File: config.mk
export PLATFORM = sky130hd
export DESIGN_NAME = bus_arbiter
export DESIGN_NICKNAME = d
export VERILOG_FILES = /design/src/rtl/bus_arbiter.sv
export SDC_FILE = /design/constraint.sdc
export NUM_CORES = 1
export LEC_CHECK = 0
export CAP_MARGIN = 20
export CORE_MARGIN = 10
export CORE_UTILIZATION = 44
export DETAILED_ROUTE_END_ITERATION = 16
export PLACE_DENSITY_LB_ADDON = 0.3
export SYNTH_ARGS = -nofsm -noshare
export SYNTH_HDL_FRONTEND = slang
export SYNTH_SLANG_ARGS = --single-unit
export TNS_END_PERCENT = 50
File: constraint.sdc
create_clock -name CC_clk -period 2.57 [get_ports CC_clk]
set_input_delay 0.514 -clock CC_clk [delete_from_list [all_inputs] [get_ports CC_clk]]
set_output_delay 0.514 -clock CC_clk [all_outputs]
set_load 0.05 [all_outputs]
File: src/rtl/bus_arbiter.sv
// Two-master round-robin bus arbiter in front of a single main memory.
// Each granted transaction runs IDLE -> ACCESS (MEM_LATENCY cycles) -> DONE -> RELEASE.
module bus_arbiter #(
  parameter int MEM_LATENCY = 2
) (
  input  logic       CC_clk,
  input  logic       rst,
  input  logic       bus_access_0,
  input  logic       bus_access_1,
  input  logic       write_opn_to_bus_0,
  input  logic       write_opn_to_bus_1,
  input  logic [7:0] read_select_Mem_0,
  input  logic [7:0] read_select_Mem_1,
  input  logic [7:0] write_select_Mem_0,
  input  logic [7:0] write_select_Mem_1,
  input  logic [7:0] write_data_Mem_0,
  input  logic [7:0] write_data_Mem_1,
  input  logic [7:0] out_data_Mem,
  output logic [7:0] mem_read_addr,
  output logic [7:0] mem_write_addr,
  output logic [7:0] mem_write_data,
  output logic       mem_write_enable,
  output logic       finish_0,
  output logic       finish_1,
  output logic [7:0] out_data_Mem_0,
  output logic [7:0] out_data_Mem_1,
  output logic       flag_snoop_0,
  output logic       flag_snoop_1,
  output logic [7:0] snoop_address
);
  localparam logic [1:0] IDLE    = 2'd0;
  localparam logic [1:0] ACCESS  = 2'd1;
  localparam logic [1:0] DONE    = 2'd2;
  localparam logic [1:0] RELEASE = 2'd3;

  logic [1:0] state_q, state_d;
  logic [3:0] cnt_q, cnt_d;
  logic       last_q, last_d;
  logic       gnt_q, gnt_d;
  logic       wr_q, wr_d;
  logic [7:0] raddr_q, raddr_d, waddr_q, waddr_d, wdata_q, wdata_d, snpa_q, snpa_d;
  logic       we_q, we_d, fin0_q, fin0_d, fin1_q, fin1_d, snp0_q, snp0_d, snp1_q, snp1_d;
  logic [7:0] od0_q, od0_d, od1_q, od1_d;
  logic       sel;

  always_comb begin
    state_d = state_q;
    cnt_d   = cnt_q;
    last_d  = last_q;
    gnt_d   = gnt_q;
    wr_d    = wr_q;
    raddr_d = raddr_q;
    waddr_d = waddr_q;
    wdata_d = wdata_q;
    snpa_d  = snpa_q;
    we_d    = 1'b0;
    fin0_d  = 1'b0;
    fin1_d  = 1'b0;
    snp0_d  = 1'b0;
    snp1_d  = 1'b0;
    od0_d   = 8'h00;
    od1_d   = 8'h00;
    sel     = 1'b0;
    case (state_q)
      IDLE: begin
        if (bus_access_0 || bus_access_1) begin
          // On a tie the master that was not granted last wins.
          sel     = (bus_access_0 && bus_access_1) ? ~last_q : bus_access_1;
          gnt_d   = sel;
          last_d  = sel;
          wr_d    = sel ? write_opn_to_bus_1 : write_opn_to_bus_0;
          raddr_d = sel ? read_select_Mem_1  : read_select_Mem_0;
          waddr_d = sel ? write_select_Mem_1 : write_select_Mem_0;
          wdata_d = sel ? write_data_Mem_1   : write_data_Mem_0;
          cnt_d   = 4'(MEM_LATENCY - 1);
          state_d = ACCESS;
          // Write strobe and snoop of the other master fire in the first access cycle.
          we_d    = wr_d;
          snp0_d  = wr_d & sel;
          snp1_d  = wr_d & ~sel;
          if (wr_d) snpa_d = waddr_d;
        end
      end
      ACCESS: begin
        if (cnt_q == 4'd0) begin
          state_d = DONE;
          fin0_d  = ~gnt_q;
          fin1_d  = gnt_q;
          od0_d   = (~gnt_q && !wr_q) ? out_data_Mem : 8'h00;
          od1_d   = ( gnt_q && !wr_q) ? out_data_Mem : 8'h00;
        end else begin
          cnt_d = cnt_q - 4'd1;
        end
      end
      DONE:    state_d = RELEASE;
      RELEASE: if (!(gnt_q ? bus_access_1 : bus_access_0)) state_d = IDLE;
      default: state_d = IDLE;
    endcase
  end

  always_ff @(posedge CC_clk) begin
    if (rst) begin
      state_q <= IDLE;
      cnt_q   <= 4'd0;
      last_q  <= 1'b1;
      gnt_q   <= 1'b0;
      wr_q    <= 1'b0;
      raddr_q <= 8'h00;
      waddr_q <= 8'h00;
      wdata_q <= 8'h00;
      snpa_q  <= 8'h00;
      we_q    <= 1'b0;
      fin0_q  <= 1'b0;
      fin1_q  <= 1'b0;
      snp0_q  <= 1'b0;
      snp1_q  <= 1'b0;
      od0_q   <= 8'h00;
      od1_q   <= 8'h00;
    end else begin
      state_q <= state_d;
      cnt_q   <= cnt_d;
      last_q  <= last_d;
      gnt_q   <= gnt_d;
      wr_q    <= wr_d;
      raddr_q <= raddr_d;
      waddr_q <= waddr_d;
      wdata_q <= wdata_d;
      snpa_q  <= snpa_d;
      we_q    <= we_d;
      fin0_q  <= fin0_d;
      fin1_q  <= fin1_d;
      snp0_q  <= snp0_d;
      snp1_q  <= snp1_d;
      od0_q   <= od0_d;
      od1_q   <= od1_d;
    end
  end

  assign mem_read_addr    = raddr_q;
  assign mem_write_addr   = waddr_q;
  assign mem_write_data   = wdata_q;
  assign mem_write_enable = we_q;
  assign finish_0         = fin0_q;
  assign finish_1         = fin1_q;
  assign out_data_Mem_0   = od0_q;
  assign out_data_Mem_1   = od1_q;
  assign flag_snoop_0     = snp0_q;
  assign flag_snoop_1     = snp1_q;
  assign snoop_address    = snpa_q;
endmodule
==> Word-level counts from Yosys, hierarchy flattened <==
Cells that the tools add are included.
{ "word_totals": {"output_inout_bits": 53, "elab_cells": 64, "register_bits": 62, "in_bits": 62} }
{ "op_classes": {"n_bitwise": 11, "n_reduce_logical": 16, "addsub": 1, "n_eq_ne": 7, "muxes": 13} }
{ "op_table": {"columns": ["op", "n"], "rows": [
  ["$mux W8", 3],
  ["$not A1 Y1", 9],
  ["$reduce_and A3 Y1", 3],
  ["$mux W4", 2],
  ["$ne A2 B2 Y1 const B", 4],
  ["$pmux W2 S4", 1],
  ["$pmux W4 S2", 1],
  ["$reduce_or A4 Y1", 2],
  ["$mux W2", 3],
  ["$reduce_or A3 Y1", 2],
  ["$eq A2 B2 Y1 const B", 2],
  ["$logic_not A4 Y1", 1],
  ["$sub A4 B1 Y4 const B", 1],
  ["$logic_and A1 B1 Y1", 3],
  ["$mux W1", 3],
  ["$and A1 B1 Y1", 2],
  ["$eq A2 B1 Y1 const B", 1],
  ["$logic_not A2 Y1", 1],
  ["$reduce_and A2 Y1", 1],
  ["$reduce_bool A2 Y1", 1],
  ["$logic_not A1 Y1", 1],
  ["$logic_or A1 B1 Y1", 1]
]} }

==> Longest topological paths before layout <==
Gate-level depths: netlist (run 1).
{ "depth": {"word_depth": 4, "ltp_mapped": 7, "ltp_nobuf": 6} }

==> Worst setup path after synthesis (run 1) <==
No wires, ideal clock.
{ "synth_path": {"kind": "input-to-reg", "startpoint": "input bus_access_0", "endpoint": "register snpa_q[6], in the netlist snoop_address[6]", "setup_slack_ns": 0.917, "setup_ns": 0.079, "path_stages": 7, "n_path_buf": 3, "arrival_ns": 1.574, "required_ns": 2.491, "cell_sequence": "buf_2 -> a21bo_1 -> buf_6 -> o32ai_4 -> buf_6 -> nor2_1 -> a211oi_2"} }
{ "synth_between": {"elab_chain_len": 4, "elab_cells_between_ends": 6, "cone_classes": "mux (3); reduce/logical (3)"} }
{ "synth_rtl": {"columns": ["element", "line_no", "text"], "rows": [
  ["from (decl)", "8", "input logic bus_access_0,"],
  ["$logic_and A1 B1 Y1", "68", "sel = (bus_access_0 && bus_access_1) ? ~last_q : bus_access_1;"],
  ["$mux W1", "68", null],
  ["$mux W1", "71", "wr_d = sel ? write_opn_to_bus_1 : write_opn_to_bus_0;"],
  ["$reduce_and A3 Y1 (no line)", null, null],
  ["to (signal assigned)", "128", "snpa_q <= snpa_d;"],
  ["to (decl)", "41", "logic [7:0] raddr_q, raddr_d, waddr_q, waddr_d, wdata_q, wdata_d, snpa_q, snpa_d;"]
]} }
Several ways; a longest one is shown, not always the timed one.
A chain may end at the register's enable or synchronous reset.

==> Worst setup path in the final report (run 1) <==
{ "layout_path": {"startpoint": "register waddr_q[2], in the netlist mem_write_addr[2]", "endpoint": "output mem_write_addr[2]"} }
{ "layout_lines": {"columns": ["element", "line_no", "text"], "rows": [
  ["from (decl)", "41", null],
  ["from (signal assigned)", "126", "waddr_q <= waddr_d;"],
  ["to (decl)", "20", "output logic [7:0] mem_write_addr,"]
]} }
No word-level cell between the ends.

==> results.md, run 1 <==
- The run finished with clean final reports.
- The total congestion overflow after global routing is 0.
- In the routed layout, each cell is associated on average with a via count of 5.01.
- The simple-gate share of the synthesized area is between 20% and 30%.
- The tree is rooted in a clkbuf_8.
- Setup repair after global routing left no endpoint under its margin.
- Averaged over all synthesized cells, the footprint is ~9.6 sq um.
- On the final layout, the worst clock skew is around 5.3 ps.
- Summed over all nets, wire length on met3 after detailed routing comes to approximately 570 microns.
- The number of flip-flops and latches in the synthesized netlist is 62.
- The setup TNS is 0 ps.
- The leakage power of the design is approximately 1.6 nW.
- The worst-margin pin slew is between 600 and 700 ps.
- The count of mapped cells out of synthesis is roughly 260.
- At the later pin of the worst-skew pair, clock insertion delay measures 330 ps.
- The pin count of the biggest net entering global routing is 49.
- In the finished design, the share of the clock period the worst path needs comes to between 70% and 80%.
- The compound-cell area share of the yosys netlist is 15.7%.
- The starting density of the core is 45.3%.
- The power density of the placed cells is around 1100 nW/um^2.
- The number of synthesized flops with an enable pin is 0.
- Port buffering added 114 buffers.
- The post-CTS clock slew at the launch and capture registers of the worst setup and hold paths is 70 ps.
- The setup path with the least slack is of type reg2out.
- The layout filler cell count is ~420.
- Once detail routing completed, the nets flagged for antenna violations numbered 0.
- The worst register-to-register path has a setup slack of around 700 ps.
- After synthesis, the share of cell area in mux cells is ~4.5%.
- The total number of yosys warnings is 0.
- Of all nets on the critical path, the largest fanout is 2.
- The required time reported for the critical path endpoint is 2060 ps.
- Summing the areas of all xor and xnor instances in the mapped netlist gives 0.707% of the synthesized area.
- The number of hold buffers added after CTS was 0.
- Across all setup checks in the final design, the least slack found is approximately 540 ps.
- By area, the combinational part of the netlist is dominated by simple AND/OR/NAND/NOR gates.
- The top flip-flop cell by instance count after synthesis is dfxtp_1.
- The combined flip-flop and latch cell area is roughly 1200 sq um.
- The met2 layer wire length in the routed design is between 3000 and 4000 microns.
- The top cell family by delay on the critical path is buffers and inverters.
- The number of hold violations in the final report was 0.
- The adder-cell area share of the yosys netlist is under 10%.
- The sum of routed wire length over all layers is between 7000 and 8000 microns.
- Buffers added to address setup during post-CTS repair amount to 0.
- The H-tree depth reported by CTS is 3.
- The wire length of the first global-routing pass is roughly 11000 microns.
- The number of distinct library cell variants in the gate-level netlist after synthesis is 38.
- For this run, asynchronously set or reset flops after synthesis account for 0%.
- The proportion of synthesized chip area in sequential cells is roughly 50%.
- Counting every sink on the clock net gives 62.
- The most common library cell in the layout ignoring fill and taps is clkdlybuf4s50_1.
- The worst max-slew margin expressed relative to the limit is around three fifths.
- The placed standard-cell area is 3700 sq um.
- In this run the vertical extent of the chip is about 95 microns.
- The proportion of layout cells with a drive suffix above 1 is ~8.9%.
- The maximum resistive drop on vdd is roughly 860 uV.
- The cell with the largest stage delay on the worst path is clkdlybuf4s50_1.
- The number of nets in the synthesized netlist is roughly 330.
- The layout overhead on the synthesized area is 58.5%.
- The library cells used most frequently in the layout, excluding fill and tap cells, are clkdlybuf4s50_1 (114), dfxtp_1 (62), nor2_1 (44).
- The via count of the first global-routing pass came to 2171.
- The critical path buffer and inverter count is 1.
- The die covers ~9000 sq um.
- The clock period minus worst slack is 2030 ps.
- The post-route met1 wirelength is 2870 microns.
- The antenna diode count is 0.
- The clock tree from TritonCTS is yes.
- In the final design database the tool counted between 400 and 500 nets.
- The type of destination of the critical path is an output pin.
- The pre-CTS worst setup slack is approximately 230 ps.
- The number of detailed-routing iterations run before antenna repair is 4.
- The congestion estimate from routability-driven global placement came to roughly 0.85.
- Across the run, the number of max-cap violations was 0.
- The mapped netlist covers roughly 2500 sq um.
- In this run the worst hold path is classified as reg2reg.
- The number of antenna violations at the first check in global routing is 0.
- The maximum clock frequency is between 400 and 500 MHz.
- The routed length per placed instance is 15.4 microns.
- Data on the critical path arrives at its endpoint at roughly 1500 ps.
- Clock tree synthesis inserted a total of 9 buffers.
- The number of gates resized after CTS is 0.
- The maximum buffer depth of the clock tree is 2.
- Setup violations remaining at the end of the flow were counted as 0.
- The area of the multi-input gates is roughly 1100 sq um.
- The core box area is about 5500 sq um.
- For this run, the share of the core covered by cells in the final layout is between 70% and 80%.
- Summing over every cut layer, the via total after detailed routing is 2276.
- Global routing consumed, over all layers together, approximately 15% of the routing resources.
- The width of the die is ~95 microns.
- The half-perimeter wire length after placement is 5370 microns.
- The largest single stage delay on the critical path is between 800 and 900 ps.
- The final routed DRC violation total is 0.
- The number of slew-limit violations in the final report is 0.
- The type of origin of the critical path is a flip-flop.
- The finished cells cover between 3000 and 4000 sq um.
- The number of placement rows is 27.
- Traced cell by cell, the critical path runs through clkdlybuf4s50_1.
- After detailed routing, no signal wire sits above met4.
- The top-level port count is around 120.
- In this run, the number of DRC markers left after iteration 0 of detailed routing was approximately 100.
-- area by class of cell --
type	instances	area share, %
well taps	72	2.29
flip-flops and latches	62	31.6
inverters	5	0.478
clock inverters	6	2.17
multi-input cells	176	28.9
clock buffers	10	3.50
repair buffers	123	31.1
-- worst paths after layout --
kind / endpoint / cells after the start / from
worst max register to register: snoop_address[7] / 7 / state_q[0]
worst min-delay path: mem_read_addr[6] / 2 / mem_read_addr[6]
worst min register to register: mem_read_addr[6] / 2 / mem_read_addr[6]
worst max-delay path: mem_write_addr[2] / 1 / mem_write_addr[2]
-- registers in the layout (all words and copies together) (netlist names) --
name,flops
snoop_address,8
finish_1,1
flag_snoop_0,1
finish_0,1
cnt_q,4
gnt_q,1
flag_snoop_1,1
mem_write_data,8
mem_read_addr,8
state_q,2
out_data_Mem_0,8
wr_q,1
mem_write_addr,8
last_q,1
mem_write_enable,1
out_data_Mem_1,8
-- synthesized netlist by cell type, types with 2 or more instances --
master	instances	share of area, %
nor4_1	2	0.50
buf_2	4	0.81
a311oi_1	17	6.0
xnor2_1	2	0.71
ha_1	7	3.5
inv_1	5	0.76
clkbuf_1	6	0.91
nor2_1	44	6.7
buf_6	2	0.91
buf_1	3	0.45
nor3b_1	2	0.61
and2_1	18	4.5
a211oi_1	16	4.8
dfxtp_1	62	50
nor2b_1	3	0.76
nor3_1	2	0.40
nand2_1	34	5.2
mux2i_1	10	4.0
-- report_power, final --
part	leakage, nW	internal [W]	switching, W
sequential	0.509	0.00120	0.000140
combinational	0.933	0.000800	0.00126
clock	0.108	0.000569	0.000381
-- logic make-up (layout without fill, tap and decap cells) --
family / count (synthesis) / after routing
muxes: 11 / 11
adders and majority gates: 7 / 7
xor gates and xnor gates: 2 / 2
and+or+nand+nor: 112 / 112
AOI/OAI and AO/OA: 44 / 44
buffers and inverters: 21 / 144
DFF: 62 / 62
-- routing by layer --
metal,track usage [%],vias to the layer above
met5,0,-
met1,17.8,1057
li1,-,1139
met3,5.66,6
met2,25.2,74
met4,4.86,0
-- stage by stage --
stage          cells  total power [W]  hold WS (ps)
6_report         454          0.00435           498
5_1_grt          454          0.00461           516
4_1_cts          454          0.00439           502
3_5_place_dp     438          0.00344           493
3_3_place_gp     438          0.00339           486
2_1_floorplan    259          0.00278           476
Note: power is estimated with default switching activity, not from simulation.
==> run 2, diff against run 1 <==
--- a/config.mk
+++ b/config.mk
@@ -7,7 +7,7 @@
 export LEC_CHECK = 0
 export CAP_MARGIN = 20
 export CORE_MARGIN = 10
-export CORE_UTILIZATION = 44
+export CORE_UTILIZATION = 41
 export DETAILED_ROUTE_END_ITERATION = 16
 export PLACE_DENSITY_LB_ADDON = 0.3
 export SYNTH_ARGS = -nofsm -noshare
==> constraint.sdc (replaced) <==
create_clock -name CC_clk -period 2.1 [get_ports CC_clk]
set_input_delay 0.42 -clock CC_clk [delete_from_list [all_inputs] [get_ports CC_clk]]
set_output_delay 0.42 -clock CC_clk [all_outputs]
set_load 0.05 [all_outputs]
==> results.md, run 2 (synthesis gave the netlist of run 1 again) <==
- The flow ran to the end, and the final reports show no timing, DRC or antenna violations.
- The TritonCTS buffer count is 9.
- The clock skew is about 6.8 ps.
- The net count of the finished layout is ~450.
- CTS built an H-tree with a depth of 3.
- The mean number of vias per cell is just under 5.
- During I/O placement, the number of pins put on the boundary was approximately 120.
- The number of antenna violations at the first check in global routing is 0.
- Per report_power, the sequential group accounts for 30.5% of the total.
- The total congestion overflow after global routing is 0.
- The setup slack on the worst flop-to-flop path is around 230 ps.
- The initialized floorplan defines 28 standard-cell rows.
- Subtracting the final worst setup slack from the clock period gives 1920 ps.
- CTS saw between 60 and 70 sinks.
- The routed layout has approximately 2300 vias.
- The most common library cell in the layout ignoring fill and taps is clkdlybuf4s50_1.
- For the worst flop-to-flop path, the logic depth is 7.
- The number of slew-limit violations in the final report was 0.
- The sum of routed wire length over all layers is between 7000 and 8000 microns.
- Data on the critical path is required at its endpoint by approximately 1700 ps.
- In this run the worst hold path is classified as reg2reg.
- Along the worst path, the maximum fanout reaches 2.
- The largest stage delay on the critical path is 820 ps.
- Global routing consumed, over all layers together, between 10 and 15% of the routing resources.
- Summed over all cells, the static leakage comes to 1.58 nW.
- The final routed DRC violation total is 0.
- The die span in y is 97.7 microns.
- The first global-routing pass estimated 11800 microns of wire.
- The data arrival time of the critical path is about 1500 ps.
- Post-CTS repair changed the size of 0 cells.
- The first detailed-routing pass ran for 4 iterations.
- The count of nets left with antenna violations once routing finished came out at 0.
- The DRC marker count from the first detailed-route iteration is between 90 and 100.
- The clock tree from TritonCTS is yes.
- For this design the total switching power over the nets is 0.00220 W.
- In the layout the commonest cells are clkdlybuf4s50_1 (114), dfxtp_1 (62), nor2_1 (44).
- The clock power share is around a fifth.
- The via count of the first global-routing pass is 2287.
- The met3 layer wire length in the routed design is about 520 microns.
- The post-route met1 wirelength is 2910 microns.
- For the pin with the worst max-slew slack, the measured transition is about 550 ps.
- Among all stages on the critical path, the largest delay is contributed by clkdlybuf4s50_1.
- The tool flagged a number of max-cap violations equal to 0.
- The top cell family by delay on the critical path is buffers and inverters.
- The width of the die is ~98 microns.
- In this run the top signal layer used is met4.
- The pin count of the biggest net entering global routing is 49.
- Along the worst hold path, the cell count comes to 2.
- Of the available clock period, the critical path in the final layout requires between 90% and 100%.
- The global placer's final weighted congestion is 0.788.
- The worst setup path is launched from a flip-flop.
- In this run the cell area measured after placement is 3770 sq um.
- Together, buffers and inverters on the worst path number 1.
- The maximum resistive drop on vdd is 957 uV.
- The maximum clock frequency is ~520 MHz.
- The area growth from synthesis to layout is 60.8%.
- The critical path goes through clkdlybuf4s50_1.
- The number of hold violations in the final report was 0.
- The cell area after layout is between 3000 and 4000 sq um.
- Headroom to the max-slew limit came out at between 60% and 70%.
- The clock root buffer master is clkbuf_8.
- The internal power of the cells totals 0.00315 W.
- The die outline area is about 9600 sq um.
- Net switching is roughly 41% of the power.
- The critical path is of the reg2out type.
- The worst setup path is captured at an output pin.
- After detailed routing, the average wire length per cell comes to ~16 microns.
- The clock passes through at most 2 buffers.
- The proportion of power drawn by combinational gates is roughly half.
- The post-CTS setup-driven buffer insertion count is 0.
- Summed over all failing endpoints, the final setup total negative slack is 0 ps.
- After floorplanning, the core was sized to cover 5890 sq um.
- In the final layout, the share of cells above drive strength 1 is 9.35%.
- After clock tree synthesis, the clock-pin slew on the worst setup and hold paths is 70 ps.
- In this run the number of cells on the critical path is 1.
- The clock reaches the later pin of the worst-skew pair after between 300 and 400 ps.
- Wire segments on met2 add up to between 3000 and 4000 microns in the final route.
- Input and output buffers added on the ports amount to around 110.
- After legalization and detailed placement, the total HPWL measured 5590 microns.
- Setup repair after global routing left no endpoint under its margin.
- The initial utilization of the core area, before any placement, comes to between 40% and 50%.
- Setup violations remaining at the end of the flow were counted as 0.
- The antenna diode count is 0.
- The power density of the placed cells is 1340 nW/um^2.
- The number of hold-repair buffers added at the cts stage is 0.
[run 2: changes by cell type in the layout (fill, tap and decap cells not counted), sizes merged]
cell,previous run,this run
buf,9,12
clkinv,2,3
clkinvlp,2,1
[run 2: worst paths after layout]
| path | from | end |
|---|---|---|
| min | mem_read_addr[7] | mem_read_addr[7] |
| max | mem_read_addr[0] | mem_read_addr[0] |
| min reg2reg | mem_read_addr[7] | mem_read_addr[7] |
| max reg2reg | state_q[0] | cnt_q[0] |
[run 2: power by group through the flow]
stage	sequential [W]	combinational, W	clock [W]
detailed placement	0.00166	0.00261	0
floorplan	0.00238	0.00102	0
global placement	0.00165	0.00256	0
global route	0.00168	0.00278	0.00119
CTS	0.00163	0.00262	0.00116
finish	0.00163	0.00259	0.00112
[run 2: cell type report]
cell class,count,area [sq um]
Fill cell,469,1900
Timing Repair Buffer,126,1280
Sequential cell,62,1240
Multi-Input combinational cell,176,1130
Clock buffer,10,128
Tap cell,75,93.8
Clock inverter,6,86.3
Inverter,5,18.8
[run 2: metal layers]
| layer | track usage, % | vias up |
|---|---|---|
| li1 | - | 1137 |
| met1 | 16.8 | 1056 |
| met2 | 26.0 | 74 |
| met3 | 5.21 | 8 |
| met4 | 4.36 | 0 |
| met5 | 0 | - |
[run 2: metrics by stage]
stage	total power [W]	setup slack [ps]	instances	hold WS [ps]	utilization, %
3_3_place_gp	0.00420	111	444	483	64.0
6_report	0.00535	183	460	498	67.7
5_1_grt	0.00566	66.7	460	519	67.7
3_5_place_dp	0.00427	54.3	444	490	64.0
2_1_floorplan	0.00340	460	259	476	-
4_1_cts	0.00541	154	460	499	67.7
